File: src/rtl/genius_seq_player.sv
// rtl/genius_seq_player.sv - Genius colour-sequence playback engine
//
// Replays a latched 16 x 4-bit colour sequence on the LEDs, one symbol per
// ON dwell followed by a blank OFF dwell, then pulses done.
//
// Parameters:
//   ON_CYCLES  - cycles each symbol is lit (>= 1)
//   OFF_CYCLES - blank cycles after each symbol (>= 1)
//   CNT_W      - dwell counter width, holds max(ON_CYCLES, OFF_CYCLES)-1
//
// Ports:
//   clk       in   system clock
//   R         in   synchronous active-high reset
//   start     in   begin playback (sampled only in IDLE)
//   abort     in   stop playback at once, no done
//   round_len in   symbols to play, 0..16 (larger values clamp to 16)
//   seq       in   packed sequence, symbol i = seq[4i+3:4i]
//   led       out  current symbol while ON, zero otherwise
//   busy      out  high in LOAD/ON/OFF
//   done      out  one-cycle pulse on normal completion
//   idx       out  index of the symbol being played, 0 when idle

module genius_seq_player #(
    parameter int ON_CYCLES  = 25_000_000,
    parameter int OFF_CYCLES = 12_500_000,
    parameter int CNT_W      = 25
) (
    input  logic        clk,
    input  logic        R,
    input  logic        start,
    input  logic        abort,
    input  logic [4:0]  round_len,
    input  logic [63:0] seq,
    output logic [3:0]  led,
    output logic        busy,
    output logic        done,
    output logic [3:0]  idx
);

    typedef enum logic [2:0] {
        S_IDLE,
        S_LOAD,
        S_ON,
        S_OFF,
        S_DONE
    } state_t;

    localparam logic [CNT_W-1:0] ON_LAST  = CNT_W'(ON_CYCLES - 1);
    localparam logic [CNT_W-1:0] OFF_LAST = CNT_W'(OFF_CYCLES - 1);

    state_t            r_state;
    logic [CNT_W-1:0]  r_cnt;
    logic [3:0]        r_idx;
    logic [63:0]       r_seq_q;
    logic [4:0]        r_len_q;

    state_t            w_state;
    logic [CNT_W-1:0]  w_cnt;
    logic [3:0]        w_idx;
    logic [63:0]       w_seq_q;
    logic [4:0]        w_len_q;

    logic [4:0]        w_len_clamp;
    logic              w_last_sym;

    assign w_len_clamp = (round_len > 5'd16) ? 5'd16 : round_len;
    // len_q is nonzero whenever OFF is reachable, so len_q-1 never underflows there
    assign w_last_sym  = ({1'b0, r_idx} == (r_len_q - 5'd1));

    always_ff @(posedge clk) begin
        if (R) begin
            r_state <= S_IDLE;
            r_cnt   <= '0;
            r_idx   <= '0;
            r_seq_q <= '0;
            r_len_q <= '0;
        end else begin
            r_state <= w_state;
            r_cnt   <= w_cnt;
            r_idx   <= w_idx;
            r_seq_q <= w_seq_q;
            r_len_q <= w_len_q;
        end
    end

    always_comb begin
        w_state = r_state;
        w_cnt   = r_cnt;
        w_idx   = r_idx;
        w_seq_q = r_seq_q;
        w_len_q = r_len_q;

        case (r_state)
            S_IDLE: begin
                w_cnt = '0;
                w_idx = '0;
                // start outranks abort here: abort means nothing in IDLE
                if (start) begin
                    w_state = S_LOAD;
                    w_seq_q = seq;
                    w_len_q = w_len_clamp;
                end
            end
            S_LOAD: begin
                w_cnt = '0;
                w_idx = '0;
                if (abort) begin
                    w_state = S_IDLE;
                end else if (r_len_q == 5'd0) begin
                    w_state = S_DONE;
                end else begin
                    w_state = S_ON;
                end
            end
            S_ON: begin
                if (abort) begin
                    w_state = S_IDLE;
                    w_cnt   = '0;
                    w_idx   = '0;
                end else if (r_cnt == ON_LAST) begin
                    w_state = S_OFF;
                    w_cnt   = '0;
                end else begin
                    w_cnt = r_cnt + CNT_W'(1);
                end
            end
            S_OFF: begin
                if (abort) begin
                    w_state = S_IDLE;
                    w_cnt   = '0;
                    w_idx   = '0;
                end else if (r_cnt == OFF_LAST) begin
                    w_cnt = '0;
                    if (w_last_sym) begin
                        w_state = S_DONE;
                    end else begin
                        w_state = S_ON;
                        w_idx   = r_idx + 4'd1;
                    end
                end else begin
                    w_cnt = r_cnt + CNT_W'(1);
                end
            end
            S_DONE: begin
                // abort is ignored here; the done pulse always completes
                w_state = S_IDLE;
                w_cnt   = '0;
                w_idx   = '0;
            end
            default: begin
                w_state = S_IDLE;
                w_cnt   = '0;
                w_idx   = '0;
            end
        endcase
    end

    // Outputs are decoded from registered state only
    assign led  = (r_state == S_ON) ? r_seq_q[{r_idx, 2'b00} +: 4] : 4'b0000;
    assign busy = (r_state == S_LOAD) || (r_state == S_ON) || (r_state == S_OFF);
    assign done = (r_state == S_DONE);
    assign idx  = r_idx;

endmodule
File: config.mk
export PLATFORM = sky130hd
export DESIGN_NAME = genius_seq_player
export DESIGN_NICKNAME = d
export VERILOG_FILES = /design/src/rtl/genius_seq_player.sv
export SDC_FILE = /design/constraint.sdc
export NUM_CORES = 1
export LEC_CHECK = 0
export ABC_AREA = 1
export CAP_MARGIN = 20
export CELL_PAD_IN_SITES_DETAIL_PLACEMENT = 2
export CELL_PAD_IN_SITES_GLOBAL_PLACEMENT = 2
export CORE_MARGIN = 8
export CORE_UTILIZATION = 32
export DETAILED_ROUTE_END_ITERATION = 8
export PLACE_DENSITY_LB_ADDON = 0.2
export REMOVE_ABC_BUFFERS = 1
export SYNTH_ARGS = -nofsm -noshare
export SYNTH_HDL_FRONTEND = slang
export SYNTH_SLANG_ARGS = --single-unit
File: constraint.sdc
create_clock -name clk -period 4.87 [get_ports clk]
set_clock_uncertainty 0.15 [all_clocks]
set_input_delay 0.974 -clock clk [delete_from_list [all_inputs] [get_ports clk]]
set_output_delay 0.974 -clock clk [all_outputs]
set_load 0.05 [all_outputs]
== Yosys cells after proc, flatten, opt, wreduce, memory -nomap -nowiden ==
Index checks and enable logic that the tools add are counted.
Word-level totals
  logic and storage cells: 50
  input port bits: 73
  register bits: 101
  output and inout port bits: 10
Operators by class
  magnitude comparators: 1
  reductions and logical operators: 7
  shift-type cells: 1
  equal/unequal tests: 12
  muxes and demuxes: 21
  $add $sub $neg: 3
Operator list (count)
  two-way mux 25 bit: 4
  variable part select 64 x 7 -> 4 bit: 1
  one-hot mux 25 bit (2 select lines): 1
  adder 25 x 1 -> 25 bit, second input constant: 1
  equality test 25 x 24 -> 1 bit, second input constant: 1
  equality test 25 bit, second input constant: 1
  two-way mux 3 bit: 8
  two-way mux 4 bit: 5
  one-hot mux 3 bit (4 select lines): 1
  inequality test 3 bit, second input constant: 3
  one-hot mux 4 bit (2 select lines): 1
  equality test 3 x 2 -> 1 bit, second input constant: 2
  AND reduction 3 bit: 2
  equality test 4 x 5 -> 1 bit: 1
  > comparator 5 bit, second input constant: 1
  zero test 5 bit: 1
  two-way mux 5 bit: 1
  subtractor 5 x 1 -> 5 bit, second input constant: 1
  adder 4 x 1 -> 4 bit, second input constant: 1
  inequality test 2 bit, second input constant: 2
  equality test 3 x 1 -> 1 bit, second input constant: 1
  equality test 3 bit, second input constant: 1
  zero test 3 bit: 1
  logical OR 1 bit: 2
  AND reduction 2 bit: 1

== Logic depth before layout (Yosys ltp) ==
Gate-level depths: netlist of the first run.
  word-level depth: 6
  gate-level depth with buffers: 13
  gate-level depth less buffers: 13

== Least setup slack after synthesis of the first run ==
Ideal clock, no wire load.
  path type: reg-to-output
  from: register r_idx[1], in the netlist idx[1]
  to: output led[0]
  cell stages (with the launch flop): 8
  buffers on the path: 1
  required time: 3746 ps
  slack: 1428 ps
  arrival: 2318 ps
  cells stage by stage: dfxtp_1 -> clkinv_1 -> clkbuf_1 -> a21oi_1 -> o21ai_0 -> nand3_1 -> nand3_1 -> a21oi_1
On the way
  cells in the longest elaborated chain, start to end: 2
RTL lines
  start: declaration: line 53  | logic [3:0] r_idx;
  start signal: assignment: line 80  | r_idx <= w_idx;
  variable part select 64 x 7 -> 4 bit: line 159  | assign led = (r_state == S_ON) ? r_seq_q[{r_idx, 2'b00} +: 4] : 4'b0000;
  two-way mux 4 bit: line 159
  end: declaration: line 34  | output logic [3:0] led,
No other way between the ends.

== Worst setup path after layout of the first run ==
  from: register r_idx[0], in the netlist idx[0]
  to: output led[1]
Same word-level chain as after synthesis.

==> impl_metrics.py, run 1 <==
metrics = {
    "cts": {
        "ctsHoldBuffers": 0,
        "worstSkewPairLatency_ns": 0.36,
        "cts_tree": "built",
        "numCtsBuffers": 9,
        "clock_path_buffers": 2,
        "cts-resized-gates": 0,
        "h-tree-depth": 3,
        "cts.clk_slew.worst_paths_ns": 0.07,
        "postCtsSetupBuffers": 0,
        "cts_sinks": 101,
        "cts-root-buf": "clkbuf_16",
    },
    "routing": {
        "wl_per_cell_um": 17.8,
        "drc": 0,
        "drt_iter0_drc": 166,
        "avgViaCountPerCell": 5.07,
        "num_vias": 4898,
        "first_pass_iters": 4,
        "ant_nets": 0,
        "routed_wl_mm": 17.2,
    },
    "power_and_ir_drop": {
        "leakage_nw": 2.28,
        "p_per_area_mw_per_mm2": 334,
        "ir_drop_uv": 150,
    },
    "yosys": {
        "yosysUniqueCellTypes": 34,
        "yosysWarnings": 0,
        "syn_inst": 709,
        "yosysTopAreaCellShare": 0.411,
        "syn_area_per_cell_sq_um": 6.94,
        "yosysSeqAreaShare": 0.411,
        "synthTopCellsByArea": "dfxtp_1, o21ai_0, nor2_1",
        "ys_ff_latch": 101,
        "synth_top_area_cell": "dfxtp_1",
        "syn_area_sq_mm": 0.00492,
    },
    "job": {
        "maxCapViolations": 0,
    },
    "min_path": {
        "hp-class": "reg2reg",
        "holdPathEnd": "r_seq_q[22]$_SDFFE_PP0P_",
        "hp-start": "r_seq_q[22]$_SDFFE_PP0P_",
        "hold_depth": 2,
    },
    "placed_design": {
        "dpl.hpwl_mm": 12.6,
        "dp_cells": 950,
        "port_buffers": 82,
        "gp_congestion": 0.802,
        "place_area_sq_mm": 0.00586,
        "preCtsSetupSlack_ns": 1.23,
    },
    "timing": {
        "maxSlewHeadroom": 0.476,
        "setup_viol": 0,
        "rsz0062_at_grt": "false",
        "final-hold-violation-count": 0,
        "maxSlewViolCount": 0,
        "period_minus_slack_ns": 3.91,
        "worst_pin_slew_ns": 0.782,
        "fmax_mhz": 256,
        "timing.final.ws_setup_ns": 0.956,
        "period_share": 0.804,
        "fin_tns_setup_ns": 0,
    },
    "worst_setup_path": {
        "r2r_start": "idx[0]$_SDFFE_PP0P_",
        "cp_data_arrival_time_ns": 2.79,
        "crit_path_end_kind": "output pin",
        "ff2ff_path_depth": 11,
        "required_ns": 3.75,
        "r2r-end": "idx[0]$_SDFFE_PP0P_",
        "reg2reg_slack_ns": 2.15,
        "start_kind": "register",
        "critPathMaxFanout": 25,
        "crit_type": "reg2out",
    },
    "global_routing": {
        "antenna_found_initial": 0,
        "grt_pass1_vias": 5417,
        "grt_max_degree": 52,
        "grt_usage": 0.180,
        "grt_pass1_wl_mm": 28.4,
        "overflow": 0,
    },
    "final_layout": {
        "final_layout_size_suffix_gt1_frac": 0.0733,
        "syn2layout_area_growth_pct": 24.9,
        "instances_no_fill": 966,
        "layout_commonest_cell": "nor2_1",
        "nets": 849,
        "mostFrequentLayoutCells": "nor2_1, dfxtp_1, o21ai_0, nand2_1, clkdlybuf4s50_1",
        "antenna_cells": 0,
        "fin_util": 0.407,
        "fin_area_sq_mm": 0.00615,
    },
    "floorplanning": {
        "core_area_sq_mm": 0.0151,
        "die_area_sq_mm": 0.0196,
        "die_w_um": 140,
        "boundaryPins": 83,
        "start_util": 0.326,
        "die_h_um": 140,
        "row_count": 45,
    },
    "run_status": {
        "status": "finished, final reports clean",
    },
}
[Yosys cell counts]
cell type and number:
inv_2 1, o41ai_1 1, clkbuf_1 24, nor2_2 21, inv_1 78, ha_1 3
nor4_1 3, a211oi_1 1, nand4_1 8, buf_2 4, nand3_2 1, nand2_1 80
o21ai_0 99, nand2_2 1, buf_1 3, buf_6 3, a21oi_1 75, nor2_4 4
clkinv_1 2, xnor2_1 3, nor3_1 10, dfxtp_1 101, nor2_1 114, xor2_1 17
nand3_1 41, o21ai_1 2, o21ai_2 1, nor3b_1 1, a22oi_1 1, nand4_4 1
o22ai_1 1, buf_4 1, nor3_2 2, and2_1 1
[worst max path at each step]
stage	start	endpoint	depth (start not counted)
floorplan	idx[0]$_SDFFE_PP0P_	led[0]	6
global placement	R	r_seq_q[52]$_SDFFE_PP0P_	5
detailed placement	R	r_cnt[17]$_SDFF_PP0_	4
CTS	idx[0]$_SDFFE_PP0P_	led[3]	7
global route	idx[0]$_SDFFE_PP0P_	led[1]	7
finish	idx[0]$_SDFFE_PP0P_	led[1]	7
[cell families after synthesis]
group | count (synthesis) | synth area share
buf+inv | 116 | 0.0948
fa+ha+maj | 3 | 0.00763
flops | 101 | 0.411
simple gates | 288 | 0.264
xor+xnor | 20 | 0.0356
compound gates | 181 | 0.187
[flip-flops by register name, indices dropped and copies added (netlist names)]
name / flops
r_state: 3
r_cnt: 25
r_seq_q: 64
idx: 4
r_len_q: 5
[power breakdown]
group          leakage (nW)  internal, mW  total, mW  switching [mW]
combinational          1.32         0.143      0.381           0.237
clock                 0.133         0.367      0.717           0.350
sequential            0.830         0.913      0.956          0.0425
[cell type report]
cell class	count	area, sq um
Clock buffer	11	243
Fill cell	1766	8940
Tap cell	188	235
Timing Repair Buffer	88	868
Multi-Input combinational cell	492	2430
Inverter	81	304
Clock inverter	5	41.3
Sequential cell	101	2020
[metrics by stage]
| step | hold WS (ns) | power [mW] |
|---|---|---|
| floorplan | 0.278 | 1.18 |
| global route | 0.331 | 2.17 |
| finish | 0.308 | 2.05 |
| global placement | 0.289 | 1.33 |
| detailed placement | 0.301 | 1.36 |
| CTS | 0.312 | 2.08 |
[metal layers]
metal / vias up / wire length [um] / GRT usage
li1: 2424 / - / -
met1: 2407 / 7610 / 0.210
met4: 0 / 134 / 0.0360
met5: - / 0 / 0
met3: 14 / 489 / 0.0384
met2: 53 / 8960 / 0.332
[worst max-delay path, cell delays in order (launching register included)]
cell and delay (ns):
dfxtp_1 0.77, inv_1 0.54, a21oi_1 0.25, o21ai_0 0.14, nand3_1 0.13, nand3_1 0.10, a21oi_1 0.25, buf_4 0.25
(Power assumes the default switching activity.)
==> run 2, diff against run 1 <==
--- a/config.mk
+++ b/config.mk
@@ -10,7 +10,7 @@
 export CELL_PAD_IN_SITES_DETAIL_PLACEMENT = 2
 export CELL_PAD_IN_SITES_GLOBAL_PLACEMENT = 2
 export CORE_MARGIN = 8
-export CORE_UTILIZATION = 32
+export CORE_UTILIZATION = 29
 export DETAILED_ROUTE_END_ITERATION = 8
 export PLACE_DENSITY_LB_ADDON = 0.2
 export REMOVE_ABC_BUFFERS = 1
==> constraint.sdc (replaced) <==
create_clock -name clk -period 3.65 [get_ports clk]
set_clock_uncertainty 0.15 [all_clocks]
set_input_delay 0.73 -clock clk [delete_from_list [all_inputs] [get_ports clk]]
set_output_delay 0.73 -clock clk [all_outputs]
set_load 0.05 [all_outputs]
==> impl_metrics.py, run 2 (synthesis gave the netlist of run 1 again) <==
metrics = {
    "floorplanning": {
        "die_w_um": 146,
        "core_area_sq_mm": 0.0166,
        "start_util": 0.297,
        "die_h_um": 146,
        "boundaryPins": 83,
        "row_count": 47,
        "die_area_sq_mm": 0.0214,
    },
    "placed_design": {
        "place_area_sq_mm": 0.00599,
        "port_buffers": 82,
        "gp_congestion": 0.831,
        "dpl.hpwl_mm": 12.9,
    },
    "cts": {
        "h-tree-depth": 3,
        "cts.clk_slew.worst_paths_ns": 0.07,
        "cts_sinks": 101,
        "cts-resized-gates": 0,
        "postCtsSetupBuffers": 0,
        "cts-root-buf": "clkbuf_16",
        "cts_tree": "built",
        "clock_path_buffers": 2,
        "ctsHoldBuffers": 0,
        "numCtsBuffers": 9,
        "worstSkewPairLatency_ns": 0.35,
    },
    "final_layout": {
        "top_register": "r_seq_q",
        "reg_top3": "r_seq_q (64), r_cnt (25), r_len_q (5)",
        "layout_commonest_cell": "nor2_1",
        "antenna_cells": 0,
        "multiInputGateArea_sq_mm": 0.00243,
        "final_layout_size_suffix_gt1_frac": 0.0782,
        "syn2layout_area_growth_pct": 28.2,
        "fillCellCount": 1923,
        "nets": 852,
        "largest_register_ffs": 64,
        "ff_latch_area_sq_mm": 0.00202,
        "fin_area_sq_mm": 0.00631,
        "mostFrequentLayoutCells": "nor2_1, dfxtp_1, o21ai_0, nand2_1, clkdlybuf4s50_1",
    },
    "routing": {
        "num_vias": 4948,
        "drt_iter0_drc": 128,
        "ant_nets": 0,
        "routed_wl_mm": 17.4,
        "wl_per_cell_um": 17.4,
        "first_pass_iters": 4,
        "avgViaCountPerCell": 4.95,
        "drc": 0,
    },
    "timing": {
        "worst_pin_slew_ns": 0.682,
        "period_share": 0.903,
        "maxSlewHeadroom": 0.545,
        "fmax_mhz": 303,
        "setup_viol": 0,
        "fin_tns_setup_ns": 0,
        "final-hold-violation-count": 0,
        "period_minus_slack_ns": 3.30,
        "rsz0062_at_grt": "false",
        "maxSlewViolCount": 0,
    },
    "worst_setup_path": {
        "r2r_start": "idx[0]$_SDFFE_PP0P_",
        "ff2ff_path_depth": 12,
        "required_ns": 2.77,
        "critPathMaxFanout": 25,
        "crit_type": "reg2out",
        "crit_path_end_kind": "output pin",
        "start_kind": "register",
        "cp_data_arrival_time_ns": 2.42,
        "r2r-end": "idx[1]$_SDFFE_PP0P_",
        "reg2reg_slack_ns": 1.42,
    },
    "job": {
        "maxCapViolations": 0,
    },
    "global_routing": {
        "overflow": 0,
        "grt_pass1_vias": 5646,
        "grt_pass1_wl_mm": 28.8,
        "grt_max_degree": 53,
        "grt_usage": 0.166,
        "antenna_found_initial": 0,
    },
    "power_and_ir_drop": {
        "p_per_area_mw_per_mm2": 456,
        "leakage_nw": 2.34,
        "ir_drop_uv": 189,
    },
    "min_path": {
        "holdPathEnd": "r_cnt[0]$_SDFF_PP0_",
        "hp-start": "r_cnt[0]$_SDFF_PP0_",
        "hp-class": "reg2reg",
        "hold_depth": 1,
    },
    "run_status": {
        "status": "finished, final reports clean",
    },
}
-- run 2: changes by cell type in the layout (fill, tap and decap cells not counted) --
cell       delta
clkinv_1      -1
clkbuf_1      -1
buf_12        +5
inv_6         -2
bufinv_16     +2
inv_2         +1
buf_4         -2
-- run 2: how the worst max path moves through the flow --
stage          slack, ns                       end                 from  depth (start not counted)
6_report            0.35                    led[0]  idx[0]$_SDFFE_PP0P_                          8
5_1_grt             0.18                    led[0]  idx[0]$_SDFFE_PP0P_                          8
4_1_cts             0.31                    led[0]  idx[0]$_SDFFE_PP0P_                          8
3_5_place_dp        0.76   r_seq_q[6]$_SDFFE_PP0P_                    R                          5
3_3_place_gp        0.82  r_seq_q[41]$_SDFFE_PP0P_                    R                          5
2_1_floorplan      -0.32                    led[0]  idx[0]$_SDFFE_PP0P_                          6
-- run 2: power breakdown --
part / leakage [nW] / switching, mW / internal [mW]
sequential: 0.830 / 0.0580 / 1.22
clock: 0.151 / 0.451 / 0.619
combinational: 1.36 / 0.322 / 0.206
total: 2.34 / 0.831 / 2.04
-- run 2: layout make-up --
class	instances	share of cell area
Timing Repair Buffer	91	0.151
Multi-Input combinational cell	492	0.385
Clock inverter	5	0.0133
Tap cell	220	0.0436
Sequential cell	101	0.320
Clock buffer	10	0.0379
Inverter	81	0.0482
-- run 2: stage by stage --
stage	power, mW	util	hold slack (ns)	setup WS (ns)	std cells
6_report	2.87	0.380	0.312	0.354	1000
2_1_floorplan	1.57	-	0.278	-0.318	674
3_3_place_gp	1.80	0.361	0.289	0.815	985
5_1_grt	3.02	0.380	0.335	0.175	1000
4_1_cts	2.92	0.380	0.318	0.308	1000
3_5_place_dp	1.83	0.361	0.300	0.755	985
-- run 2: layer usage --
layer | vias to the layer above | routed length, um | track usage
met5 | - | 0 | 0
met4 | 0 | 216 | 0.0520
met3 | 15 | 466 | 0.0226
met2 | 60 | 9170 | 0.312
met1 | 2440 | 7600 | 0.188
li1 | 2433 | - | -
-- run 2: critical path, cell delays in order, from the launching register on --
cell	delay [ns]
dfxtp_1	0.33
buf_4	0.21
inv_1	0.34
a21oi_1	0.26
o21ai_0	0.15
nand3_1	0.12
nand3_1	0.10
a21oi_1	0.36
buf_12	0.19
